[src/rtl/temporizador_rega_pkg.sv]
// Shared types and helpers for the irrigation countdown timer.
// Holds the sequencer states, digit limits and the preset clamp.
package temporizador_rega_pkg;

  typedef enum logic [1:0] {
    IDLE,
    RUN,
    DONE
  } estado_t;

  localparam int unsigned MAX_BCD  = 9;
  localparam int unsigned MAX_DSEC = 5;

  // Saturate a preset digit to its limit.
  function automatic logic [3:0] clamp(input logic [3:0] valor, input logic [3:0] limite);
    return (valor > limite) ? limite : valor;
  endfunction

endpackage

[src/rtl/digito_regressivo.sv]
// One down-counting digit of the M:SS chain.
// The digit wraps 0 -> MAX and raises borrow_out for the next digit up.
module digito_regressivo #(
  parameter int unsigned MAX   = 9,
  parameter int unsigned WIDTH = 4
) (
  input  logic             clock,
  input  logic             Pulso,
  input  logic             load,
  input  logic [WIDTH-1:0] load_val,
  input  logic             clear,
  input  logic             en,
  output logic [WIDTH-1:0] valor,
  output logic             borrow_out
);

  assign borrow_out = en && (valor == '0);

  always_ff @(posedge clock or negedge Pulso) begin
    if (!Pulso) begin
      valor <= '0;
    end else if (clear) begin
      valor <= '0;
    end else if (load) begin
      valor <= load_val;
    end else if (en) begin
      valor <= (valor == '0) ? WIDTH'(MAX) : valor - WIDTH'(1);
    end
  end

endmodule

[src/rtl/temporizador_rega.sv]
// Irrigation countdown sequencer: loads an M:SS preset, holds the valve open
// while counting down one second per tick, then pulses fim at 0:00.
module temporizador_rega
  import temporizador_rega_pkg::*;
#(
  parameter int unsigned MAX_MIN = 9
) (
  input  logic       clock,
  input  logic       Pulso,
  input  logic       tick_1hz,
  input  logic       start,
  input  logic       stop,
  input  logic [3:0] preset_min,
  input  logic [2:0] preset_dsec,
  input  logic [3:0] preset_usec,
  output logic [3:0] QMinutos,
  output logic [2:0] QDSegundos,
  output logic [3:0] QUSegundos,
  output logic       valvula,
  output logic       ocupado,
  output logic       fim
);

  localparam logic [3:0] MinLim  = 4'(MAX_MIN);
  localparam logic [3:0] UsecLim = 4'(MAX_BCD);
  localparam logic [3:0] DsecLim = 4'(MAX_DSEC);

  estado_t    estado;
  logic [3:0] load_min;
  logic [3:0] load_usec;
  logic [3:0] load_dsec_w;
  logic [2:0] load_dsec;
  logic       load_zero;
  logic       last_tick;
  logic       load;
  logic       clear;
  logic       en_usec;
  logic       borrow_usec;
  logic       borrow_dsec;
  logic       borrow_min;

  always_comb begin
    load_usec   = clamp(preset_usec, UsecLim);
    load_dsec_w = clamp({1'b0, preset_dsec}, DsecLim);
    load_dsec   = load_dsec_w[2:0];
    load_min    = clamp(preset_min, MinLim);
  end

  assign load_zero = (load_min == 4'd0) && (load_dsec == 3'd0) && (load_usec == 4'd0);
  assign last_tick = (QMinutos == 4'd0) && (QDSegundos == 3'd0) && (QUSegundos == 4'd1);

  assign load    = (estado == IDLE) && start && !stop;
  assign en_usec = (estado == RUN) && tick_1hz && !stop;
  // A borrow out of the minutes would mean a tick at 0:00; clear instead of wrapping.
  assign clear   = ((estado == RUN) && stop) || borrow_min;

  digito_regressivo #(
    .MAX  (MAX_BCD),
    .WIDTH(4)
  ) u_usec (
    .clock     (clock),
    .Pulso     (Pulso),
    .load      (load),
    .load_val  (load_usec),
    .clear     (clear),
    .en        (en_usec),
    .valor     (QUSegundos),
    .borrow_out(borrow_usec)
  );

  digito_regressivo #(
    .MAX  (MAX_DSEC),
    .WIDTH(3)
  ) u_dsec (
    .clock     (clock),
    .Pulso     (Pulso),
    .load      (load),
    .load_val  (load_dsec),
    .clear     (clear),
    .en        (borrow_usec),
    .valor     (QDSegundos),
    .borrow_out(borrow_dsec)
  );

  digito_regressivo #(
    .MAX  (MAX_MIN),
    .WIDTH(4)
  ) u_min (
    .clock     (clock),
    .Pulso     (Pulso),
    .load      (load),
    .load_val  (load_min),
    .clear     (clear),
    .en        (borrow_dsec),
    .valor     (QMinutos),
    .borrow_out(borrow_min)
  );

  always_ff @(posedge clock or negedge Pulso) begin
    if (!Pulso) begin
      estado  <= IDLE;
      valvula <= 1'b0;
      ocupado <= 1'b0;
      fim     <= 1'b0;
    end else begin
      fim <= 1'b0;
      unique case (estado)
        IDLE: begin
          if (load) begin
            if (load_zero) begin
              estado <= DONE;
              fim    <= 1'b1;
            end else begin
              estado  <= RUN;
              valvula <= 1'b1;
              ocupado <= 1'b1;
            end
          end
        end
        RUN: begin
          if (stop) begin
            estado  <= IDLE;
            valvula <= 1'b0;
            ocupado <= 1'b0;
          end else if (tick_1hz && (last_tick || borrow_min)) begin
            estado  <= DONE;
            valvula <= 1'b0;
            ocupado <= 1'b0;
            fim     <= 1'b1;
          end
        end
        DONE: begin
          estado <= IDLE;
        end
        default: begin
          estado  <= IDLE;
          valvula <= 1'b0;
          ocupado <= 1'b0;
        end
      endcase
    end
  end

endmodule

[config.mk]
export PLATFORM = sky130hd
export DESIGN_NAME = temporizador_rega
export DESIGN_NICKNAME = d
export VERILOG_FILES = /design/src/rtl/temporizador_rega_pkg.sv /design/src/rtl/digito_regressivo.sv /design/src/rtl/temporizador_rega.sv
export SDC_FILE = /design/constraint.sdc
export NUM_CORES = 1
export LEC_CHECK = 0
export CORE_UTILIZATION = 47
export DETAILED_ROUTE_END_ITERATION = 8
export MAX_ROUTING_LAYER = met4
export PLACE_DENSITY_LB_ADDON = 0.25
export RECOVER_POWER = 50
export SYNTH_ARGS = -nofsm -noshare
export SYNTH_HDL_FRONTEND = slang
export SYNTH_SLANG_ARGS = --single-unit
[constraint.sdc]
create_clock -name clock -period 1.79 [get_ports clock]
set_input_delay 0.2685 -clock clock [delete_from_list [all_inputs] [get_ports clock]]
set_output_delay 0.2685 -clock clock [all_outputs]
set_load 0.1 [all_outputs]
# --- Word-level counts from Yosys, hierarchy flattened ---
# Cells that the tools add are included.
# Widths: inputs -> output; s select.
classes:
  n_eq_ne: 6
  bitwise_logic: 1
  addsub: 3
  magnitude_cmp: 3
  reduce_logical: 28
  n_mux: 30
ops:
  columns: ["op", "n"]
  rows:
  - ["$mux 4", 10]
  - ["$logic_not 4->1", 4]
  - ["$mux 3", 5]
  - ["$logic_and 1x1->1", 13]
  - ["$reduce_bool 3->1", 3]
  - ["$gt 4x4->1 const B", 2]
  - ["$mux 1", 8]
  - ["$mux 2", 4]
  - ["$sub 4x1->4 const B", 2]
  - ["$logic_not 3->1", 2]
  - ["$eq 4x1->1 const B", 1]
  - ["$ne 2x2->1 const B", 2]
  - ["$pmux 2 s2", 1]
  - ["$reduce_and 4->1", 1]
  - ["$gt 3x3->1 const B", 1]
  - ["$ne 3x2->1 const B", 1]
  - ["$pmux 1 s3", 1]
  - ["$sub 3x1->3 const B", 1]
  - ["$eq 2x1->1 const B", 1]
  - ["$eq 2x2->1 const B", 1]
  - ["$logic_not 2->1", 1]
  - ["$logic_or 1x1->1", 2]
  - ["$pmux 1 s2", 1]
  - ["$reduce_and 2->1", 1]
  - ["2 further kinds", 2]
word_totals:
  wordCells: 77
  register_bits: 15

# --- Logic depth before layout (Yosys ltp) ---
# Gate-level depths: netlist (run 1).
logic_depth:
  depth_word: 11
  mapped_depth: 5

# --- By module ---
# Synthesis (run 1) repeated with hierarchy kept, for this count alone.
unflattened:
  cells_unflattened: 105
  area_unflattened_um2: 1046.0
modules_own_cells:
  columns: ["mod", "cells_each", "seq_area_each_um2", "n_inst", "area_per_inst_um2"]
  rows:
  - ["digito_regressivo at u_min ...", 24, 100.1, 2, 242.7]
  - ["temporizador_rega", 41, 100.1, 1, 371.6]
  - ["digito_regressivo at u_dsec", 16, 75.1, 1, 188.9]

# --- Least setup slack after synthesis (run 1) ---
# OpenSTA, ideal clock, no wires.
synth_path:
  path_type: "flip-flop to flip-flop"
  from: "register u_usec.valor[0]"
  to: "register u_dsec.valor[1]"
  path_slack_ns: -0.375
  setup_time_ns: 0.133
  arrival_time_ns: 2.032
  n_path_buf: 1
  period_less_slack_ns: 2.165
  stages_incl_launch_ff: 6
  t_required_ns: 1.657
  cell_sequence: "dfrtp_1 > buf_6 > or4_4 > nor3_2 > mux2i_1 > a211oi_2"
synth_between:
  elab_chain_len: 6
synth_lines:
  columns: ["item", "line_no", "rtl"]
  rows:
  - ["from (decl)", "digito_regressivo.sv:13", "output logic [WIDTH-1:0] valor,"]
  - ["from (signal assigned)", "digito_regressivo.sv:25", "valor <= load_val;"]
  - ["from (signal assigned)", "digito_regressivo.sv:27", "valor <= (valor == '0) ? WIDTH'(MAX) : valor - WIDTH'(1);"]
  - ["$logic_not 4->1 (*)", "digito_regressivo.sv:17", "assign borrow_out = en && (valor == '0);"]
  - ["$logic_and 1x1->1 (*)", "digito_regressivo.sv:17", null]
  - ["$logic_and 1x1->1 (2 in a row)", "digito_regressivo.sv:17", null]
  - ["$logic_or 1x1->1", "temporizador_rega.sv:55", "assign clear = ((estado == RUN) && stop) || borrow_min;"]
  - ["$reduce_bool 3->1 (no source line) or $mux 3 (tied branches)", null, null]
  - ["to (signal assigned)", "digito_regressivo.sv:25", null]
  - ["to (signal assigned)", "digito_regressivo.sv:27", null]
  - ["to (decl)", "digito_regressivo.sv:13", null]
# Mark *: on every way between the ends. The rest lies on a longest branch, timed or not.
# A chain may end at the register's enable or synchronous reset.

# --- Worst setup path in the final report (run 1) ---
layout_path:
  from: "register u_usec.valor[1]"
  to: "register u_dsec.valor[1]"
# Same word-level chain as after synthesis.

==> PnR_summary.wiki, run 1 <==
{| class="wikitable"
! Metric !! Value
|-
| Synthesis-stage register bit count || 15
|-
| Syn Area/Cell || approximately 9.3 sq um
|-
| Final net count || about 180
|-
| Setup repair after global routing missed its margin || true
|-
| Crit path arrival time || ~2.0 ns
|-
| Maximum VDD drop || around 1.5 mV
|-
| WS Path Type || flip-flop to flip-flop
|-
| Cell area reported after detailed placement || between 0.0015 and 0.002 sq mm
|-
| Switching part of the total power || a little over half
|-
| Clock transition at the registers of the reported paths || ~0.1 ns
|-
| Overall die height || between 40 and 50 um
|-
| Library cell occupying the most area in the post-synthesis netlist || sky130_fd_sc_hd__dfrtp_1
|-
| Required @ worst endpoint || ~2.0 ns
|-
| Slew Limit Headroom || about two fifths
|-
| Mean number of vias per cell || between 5 and 6
|-
| Family of cells with the greatest summed delay on the critical path || simple AND/OR/NAND/NOR gates
|-
| Leading cell types by total area after synthesis || sky130_fd_sc_hd__dfrtp_1, sky130_fd_sc_hd__a21oi_1, sky130_fd_sc_hd__nor2_1, sky130_fd_sc_hd__nand3_1, sky130_fd_sc_hd__a211oi_1
|-
| Syn nets || around 130
|-
| Wire length after detailed routing || roughly 3.0 mm
|-
| Total setup buffers inserted after CTS || 0
|-
| Post-route cell area || between 0.0015 and 0.002 sq mm
|-
| Worst-Skew Late Latency || ~0.29 ns
|-
| H-tree Lvls || 1
|-
| CTS sink count || 15
|-
| Max-cap viol count || 0
|-
| Post-synth EDFFs || 0
|-
| GR Overflow Total || 0
|-
| CP max stage cell || sky130_fd_sc_hd__or4_4
|-
| Total DRC errors in the routed layout || 0
|-
| IO Port Bufs || 29
|-
| Max stage delay on crit path || 0.58 ns
|-
| Static Leak || 0.688 nW
|-
| Sequential Power Share || between 20% and 30%
|-
| Library cells used by synthesis || 43
|-
| Power density relative to cell area || around 1500 mW/mm^2
|-
| Syn. warnings || 0
|-
| Status || completed
|-
| Count of TritonRoute iterations in the first routing pass || 4
|-
| Worst clock skew on the final layout || approximately 0.0056 ns
|-
| Final worst path period need || 1.77 ns
|-
| Antenna violations before repair || 0
|-
| Drt first-iter violations || 50
|-
| Average detailed-routed wire length per instance || around 16 um
|-
| Number of global-route vias before repair || 1079
|-
| Fraction of registers with async set or reset after synthesis || 100%
|-
| Internal power consumption || roughly 1.2 mW
|-
| Hold Worst Slack || between 0.6 and 0.7 ns
|-
| Layout cell share with drive strength beyond 1 || roughly 35%
|-
| Effective utilization at floorplan || between 50% and 60%
|-
| Crit path launch type || flip-flop
|-
| Count of pins over their slew limit || 0
|-
| Total die area || about 0.0024 sq mm
|-
| Yosys top cell area share || between 30% and 40%
|-
| Sequential share of the synthesized area || 36.1%
|-
| Kind of end point of the critical path || flip-flop
|-
| I/O pin total || 30
|-
| Placement row count || 16
|-
| HPWL Detailed || approximately 2.3 mm
|-
| Syn-to-layout area delta || 60.7%
|-
| Commonest non-fill, non-tap cells in the layout || sky130_fd_sc_hd__buf_4, sky130_fd_sc_hd__clkdlybuf4s50_1, sky130_fd_sc_hd__buf_12, sky130_fd_sc_hd__nor2_1, sky130_fd_sc_hd__dfrtp_2
|-
| Cell-by-cell listing of the critical path || or4_4 > nor3_4 > mux2i_1 > a211oi_2
|-
| Horizontal die dimension || just under 50 um
|-
| Clock group share of total power || under 10%
|-
| Buffer levels on the longest clock path || 2
|-
| Total power of the final layout || roughly 2.5 mW
|-
| Switching power summed over all nets || 1.30 mW
|-
| Gr usage total || between 20% and 30%
|-
| Total buffers and inverters traversed by the critical path || 0
|-
| Max Freq || around 560 MHz
|-
| Worst-path fanout max || 5
|-
| Leading cell type in the layout, fill and taps excluded || sky130_fd_sc_hd__buf_4
|-
| Area of the mapped netlist || ~0.0010 sq mm
|-
| Vias post-DR || approximately 1.1k
|-
| CTS tree || yes
|-
| Global-route wire length before repair || between 5 and 6 mm
|-
| Predominant post-synthesis flop cell || sky130_fd_sc_hd__dfrtp_1
|-
| Worst min path class || primary input to asynchronous set/reset pin
|-
| Final hold violation count || 0
|-
| Post-synthesis cell count || 112
|-
| Routability Congestion || between 0.9 and 1
|-
| Total Negative Setup Slacks || 0 ns
|-
| TritonCTS Buffers || 3
|-
| Worst-Margin Slew || 0.874 ns
|-
| Clock root buffer || sky130_fd_sc_hd__clkbuf_4
|-
| Core Box Area || roughly 0.0020 sq mm
|-
| Portion of total power attributed to combinational logic || between 60% and 70%
|-
| Antenna Nets Post-Route || 0
|-
| Setup Viol. Count Final || 0
|-
| Fraction of the cycle the final worst path needs || 98.9%
|-
| Diodes inserted || 0
|-
| Largest net degree at the start of global routing || 16
|}
## worst reg2reg max path, delay by kind of cell, from the launching register on
kind             cells  cell delay, ns
AO/OA/AOI/OAI        1            0.08
AND/OR/NAND/NOR      2            0.80
flip-flops           1            0.53
multiplexers         1            0.24
## layout make-up
class                      instances  area, sq um
fill                             111          349
sequential                        15          394
timing repair buffer              49          562
clock buffer                       4         26.3
tap                               27         33.8
multi-input combinational         87          634
inverter                           6         22.5
## what timing repair did
item,CTS,global route
endpoints found under the hold margin,0,0
resized for setup,0,2
pin swaps,3,2
hold buffers,0,0
gates cloned,0,0
endpoints found under the setup margin,1,5
## cells in the mapped netlist (3+ instances only)
master	n
sky130_fd_sc_hd__xnor2_1	3
sky130_fd_sc_hd__o21ai_0	3
sky130_fd_sc_hd__nand3_1	6
sky130_fd_sc_hd__a21oi_1	8
sky130_fd_sc_hd__a211oi_1	4
sky130_fd_sc_hd__nor2_1	10
sky130_fd_sc_hd__a21o_1	4
sky130_fd_sc_hd__nand2_1	6
sky130_fd_sc_hd__inv_1	6
sky130_fd_sc_hd__nor3_1	5
sky130_fd_sc_hd__nor4_1	3
sky130_fd_sc_hd__dfrtp_1	15
## cells by family (layout without fill, tap and decap cells)
group           after synthesis  count (layout)  synth area share (%)
buf+inv                      10              59                  4.93
simple gates                 49              49                  32.1
compound gates               34              34                  23.4
xor+xnor                      3               3                  2.52
flops                        15              15                  36.1
mux                           1               1                 0.962
## final timing paths
path / from / endpoint / slack [ns] / cells after the start
max in group asynchronous: Pulso / u_usec.valor[0]$_DFFE_PN0P_ / 0.55 / 2
min in group clock: u_min.valor[2]$_DFFE_PN0P_ / u_min.valor[2]$_DFFE_PN0P_ / 0.61 / 2
worst max register to register: u_usec.valor[1]$_DFFE_PN0P_ / u_dsec.valor[1]$_DFFE_PN0P_ / 0.02 / 4
worst min register to register: u_min.valor[2]$_DFFE_PN0P_ / u_min.valor[2]$_DFFE_PN0P_ / 0.61 / 2
worst min-delay path: Pulso / u_usec.valor[1]$_DFFE_PN0P_ / 0.61 / 2
worst max-delay path: u_usec.valor[1]$_DFFE_PN0P_ / u_dsec.valor[1]$_DFFE_PN0P_ / 0.02 / 4
## stage by stage
stage | instances | setup WS [ns] | utilization (%)
floorplan | 112 | -0.0779 | -
global placement | 184 | -0.195 | 81.1
detailed placement | 184 | -0.218 | 81.1
CTS | 188 | 0.00122 | 82.4
global route | 188 | -0.0406 | 82.7
finish | 188 | 0.0199 | 82.7
## metal layers
layer,GRT usage [%],up-vias,routed length (um)
met4,6.86,0,45
met3,3.12,7,167
met1,34.9,521,1240
met5,-,-,0
met2,50.2,48,1560
li1,-,524,-
## flip-flops by register name (all words and copies together), names as in the netlist
name / count
u_min.valor: 4
fim: 1
estado: 2
u_usec.valor: 4
u_dsec.valor: 3
ocupado: 1
## power by group through the flow
stage / Combinational (mW) / Clock, mW / Sequential [mW]
6_report: 1.63 / 0.205 / 0.629
4_1_cts: 1.62 / 0.205 / 0.616
3_5_place_dp: 1.61 / 0 / 0.622
2_1_floorplan: 0.391 / 0 / 1.20
3_3_place_gp: 1.59 / 0 / 0.612
5_1_grt: 1.69 / 0.218 / 0.648
Note: power is estimated with default switching activity, not from simulation.
==> inputs of run 2 (changes only) <==
--- a/config.mk
+++ b/config.mk
@@ -10,6 +10,7 @@
 export MAX_ROUTING_LAYER = met4
 export PLACE_DENSITY_LB_ADDON = 0.25
 export RECOVER_POWER = 50
+export SLEW_MARGIN = 20
 export SYNTH_ARGS = -nofsm -noshare
 export SYNTH_HDL_FRONTEND = slang
 export SYNTH_SLANG_ARGS = --single-unit
==> results of run 2 <==
Final layout, timing and power as in run 1 (identical DEF).
==> inputs of run 3 (changes only) <==
--- a/config.mk
+++ b/config.mk
@@ -10,6 +10,7 @@
 export MAX_ROUTING_LAYER = met4
 export PLACE_DENSITY_LB_ADDON = 0.25
 export RECOVER_POWER = 50
+export SKIP_CTS_REPAIR_TIMING = 1
 export SLEW_MARGIN = 20
 export SYNTH_ARGS = -nofsm -noshare
 export SYNTH_HDL_FRONTEND = slang
==> PnR_summary.wiki, run 3 (synthesized netlist as in run 1, its figures left out) <==
{| class="wikitable"
! Metric !! Value
|-
| Core Box Area || between 0.002 and 0.0025 sq mm
|-
| Effective utilization at floorplan || 51.5%
|-
| Wire length after detailed routing || about 3.2 mm
|-
| IO Port Bufs || 29
|-
| Final worst path period need || 1.79 ns
|-
| Count of TritonRoute iterations in the first routing pass || 4
|-
| Fraction of the cycle the final worst path needs || 100%
|-
| Cells on worst reg2reg path || 4
|-
| Buffer levels on the longest clock path || 2
|-
| Final net count || roughly 180
|-
| Setup Viol. Count Final || 1
|-
| Worst-Margin Slew || 0.879 ns
|-
| Power density relative to cell area || roughly 1500 mW/mm^2
|-
| I/O pin total || 30
|-
| Max-cap viol count || 0
|-
| Slew Limit Headroom || 41.4%
|-
| Layout cell share with drive strength beyond 1 || between 30% and 40%
|-
| Maximum VDD drop || 1.49 mV
|-
| Number of global-route vias before repair || approximately 1.1k
|-
| Drt first-iter violations || between 40 and 50
|-
| Diodes inserted || 0
|-
| Crit path launch type || flip-flop
|-
| Cell-by-cell listing of the critical path || or4_4 > nor3_4 > mux2i_1 > a211oi_2
|-
| Dpl cells || approximately 180
|-
| Worst min path class || primary input to asynchronous set/reset pin
|-
| CTS tree || yes
|-
| Static Leak || a little under 0.7 nW
|-
| Placement row count || 16
|-
| Syn-to-layout area delta || 61.1%
|-
| WS Path Type || flip-flop to flip-flop
|-
| Core Util, Final || ~83%
|-
| HPWL Detailed || roughly 2.3 mm
|-
| Failing checks || negative setup slack
|-
| Antenna Nets Post-Route || 0
|-
| Leading cell type in the layout, fill and taps excluded || sky130_fd_sc_hd__buf_4
|-
| Count of pins over their slew limit || 0
|-
| Crit Reg-Reg Endpoint || u_dsec.valor[1]$_DFFE_PN0P_
|-
| Setup repair after global routing missed its margin || true
|-
| Kind of end point of the critical path || flip-flop
|-
| Mean number of vias per cell || about 5.9
|-
| Setup slack of the critical path after layout || -0.00356 ns
|-
| Status || complete, but fails checks
|-
| Global-route wire length before repair || 5.12 mm
|-
| Gr usage total || between 20% and 30%
|-
| Beginning of the worst register-to-register path || u_usec.valor[1]$_DFFE_PN0P_
|-
| Max Freq || 558 MHz
|-
| Average detailed-routed wire length per instance || ~17 um
|-
| Commonest non-fill, non-tap cells in the layout || sky130_fd_sc_hd__buf_4, sky130_fd_sc_hd__clkdlybuf4s50_1, sky130_fd_sc_hd__buf_12, sky130_fd_sc_hd__nor2_1, sky130_fd_sc_hd__dfrtp_2
|-
| Routability Congestion || between 0.9 and 1
|-
| Registers with the most flip-flops || u_min.valor (4), u_usec.valor (4), u_dsec.valor (3)
|-
| Worst setup path endpoint || u_dsec.valor[1]$_DFFE_PN0P_
|-
| Largest net degree at the start of global routing || 16
|-
| Vias post-DR || about 1.1k
|-
| Horizontal die dimension || just under 50 um
|-
| Worst-path fanout max || 5
|-
| CP max stage cell || sky130_fd_sc_hd__or4_4
|-
| Clock transition at the registers of the reported paths || 0.10 ns
|-
| Worst-Skew Late Latency || between 0.2 and 0.3 ns
|-
| Worst setup slack for register-to-register paths || -0.004 ns
|-
| Crit path arrival time || 1.97 ns
|-
| Clock root buffer || sky130_fd_sc_hd__clkbuf_4
|-
| Overall die height || between 40 and 50 um
|-
| GR Overflow Total || 0
|-
| Total DRC errors in the routed layout || 0
|-
| Launch point of the critical path || u_usec.valor[1]$_DFFE_PN0P_
|-
| Required @ worst endpoint || around 2 ns
|-
| TritonCTS Buffers || 3
|-
| H-tree Lvls || 1
|-
| Total die area || 0.00241 sq mm
|-
| CTS sink count || 15
|-
| Final hold violation count || 0
|-
| Max stage delay on crit path || 0.58 ns
|-
| Number of standard cells in the layout, taps in and fillers out || around 190
|-
| Antenna violations before repair || 0
|-
| Worst clock skew on the final layout || between 0.007 and 0.008 ns
|}
run 3: cell count changes in the layout (fill, tap and decap cells not counted):
| cell | previous run | this run |
|---|---|---|
| sky130_fd_sc_hd__or4b_4 | 0 | 1 |
| sky130_fd_sc_hd__or4b_1 | 1 | 0 |
run 3: worst min-delay path by stage:
stage               slack [ns]  cells past startpoint                          end
floorplan                -0.03                      0        estado[0]$_DFFE_PN0P_
global placement          0.60                      2   u_min.valor[2]$_DFFE_PN0P_
detailed placement        0.59                      2   u_min.valor[2]$_DFFE_PN0P_
CTS                       0.30                      2  u_usec.valor[1]$_DFFE_PN0P_
global route              0.65                      2   u_min.valor[2]$_DFFE_PN0P_
finish                    0.60                      2  u_usec.valor[1]$_DFFE_PN0P_
run 3: critical path, delay by kind of cell, from the launching register on:
family	cells	cell delay, ns
flip-flops	1	0.53
multiplexers	1	0.24
AND/OR/NAND/NOR	2	0.82
AO/OA/AOI/OAI	1	0.08
run 3: power by group:
group	total, mW	switching [mW]	internal [mW]
Combinational	1.64	1.02	0.623
Sequential	0.630	0.183	0.447
Clock	0.208	0.122	0.0868
run 3: cell type report:
cell class	count	area, sq um
Inverter	6	22.5
Timing Repair Buffer	49	562
Tap cell	27	33.8
Clock buffer	4	26.3
Fill cell	112	345
Multi-Input combinational cell	87	638
Sequential cell	15	394
run 3: through the flow:
step | TNS [ns] | hold slack, ns | cell area, sq um | total power, mW | setup WS, ns
global route | -0.119 | 0.655 | 1680 | 2.57 | -0.0668
finish | -0.00356 | 0.603 | 1680 | 2.48 | -0.00356
detailed placement | -1.66 | 0.588 | 1640 | 2.23 | -0.218
floorplan | -0.239 | -0.0271 | 1070 | 1.59 | -0.0779
global placement | -0.944 | 0.596 | 1640 | 2.20 | -0.195
CTS | -0.00259 | 0.304 | 1670 | 2.44 | -0.00259
run 3: metal layers:
| layer | global-route usage [%] | vias up | wire (um) |
|---|---|---|---|
| li1 | - | 524 | - |
| met1 | 35.0 | 527 | 1330 |
| met2 | 50.2 | 55 | 1700 |
| met3 | 3.12 | 4 | 149 |
| met4 | 6.86 | 0 | 25 |
| met5 | - | - | 0 |
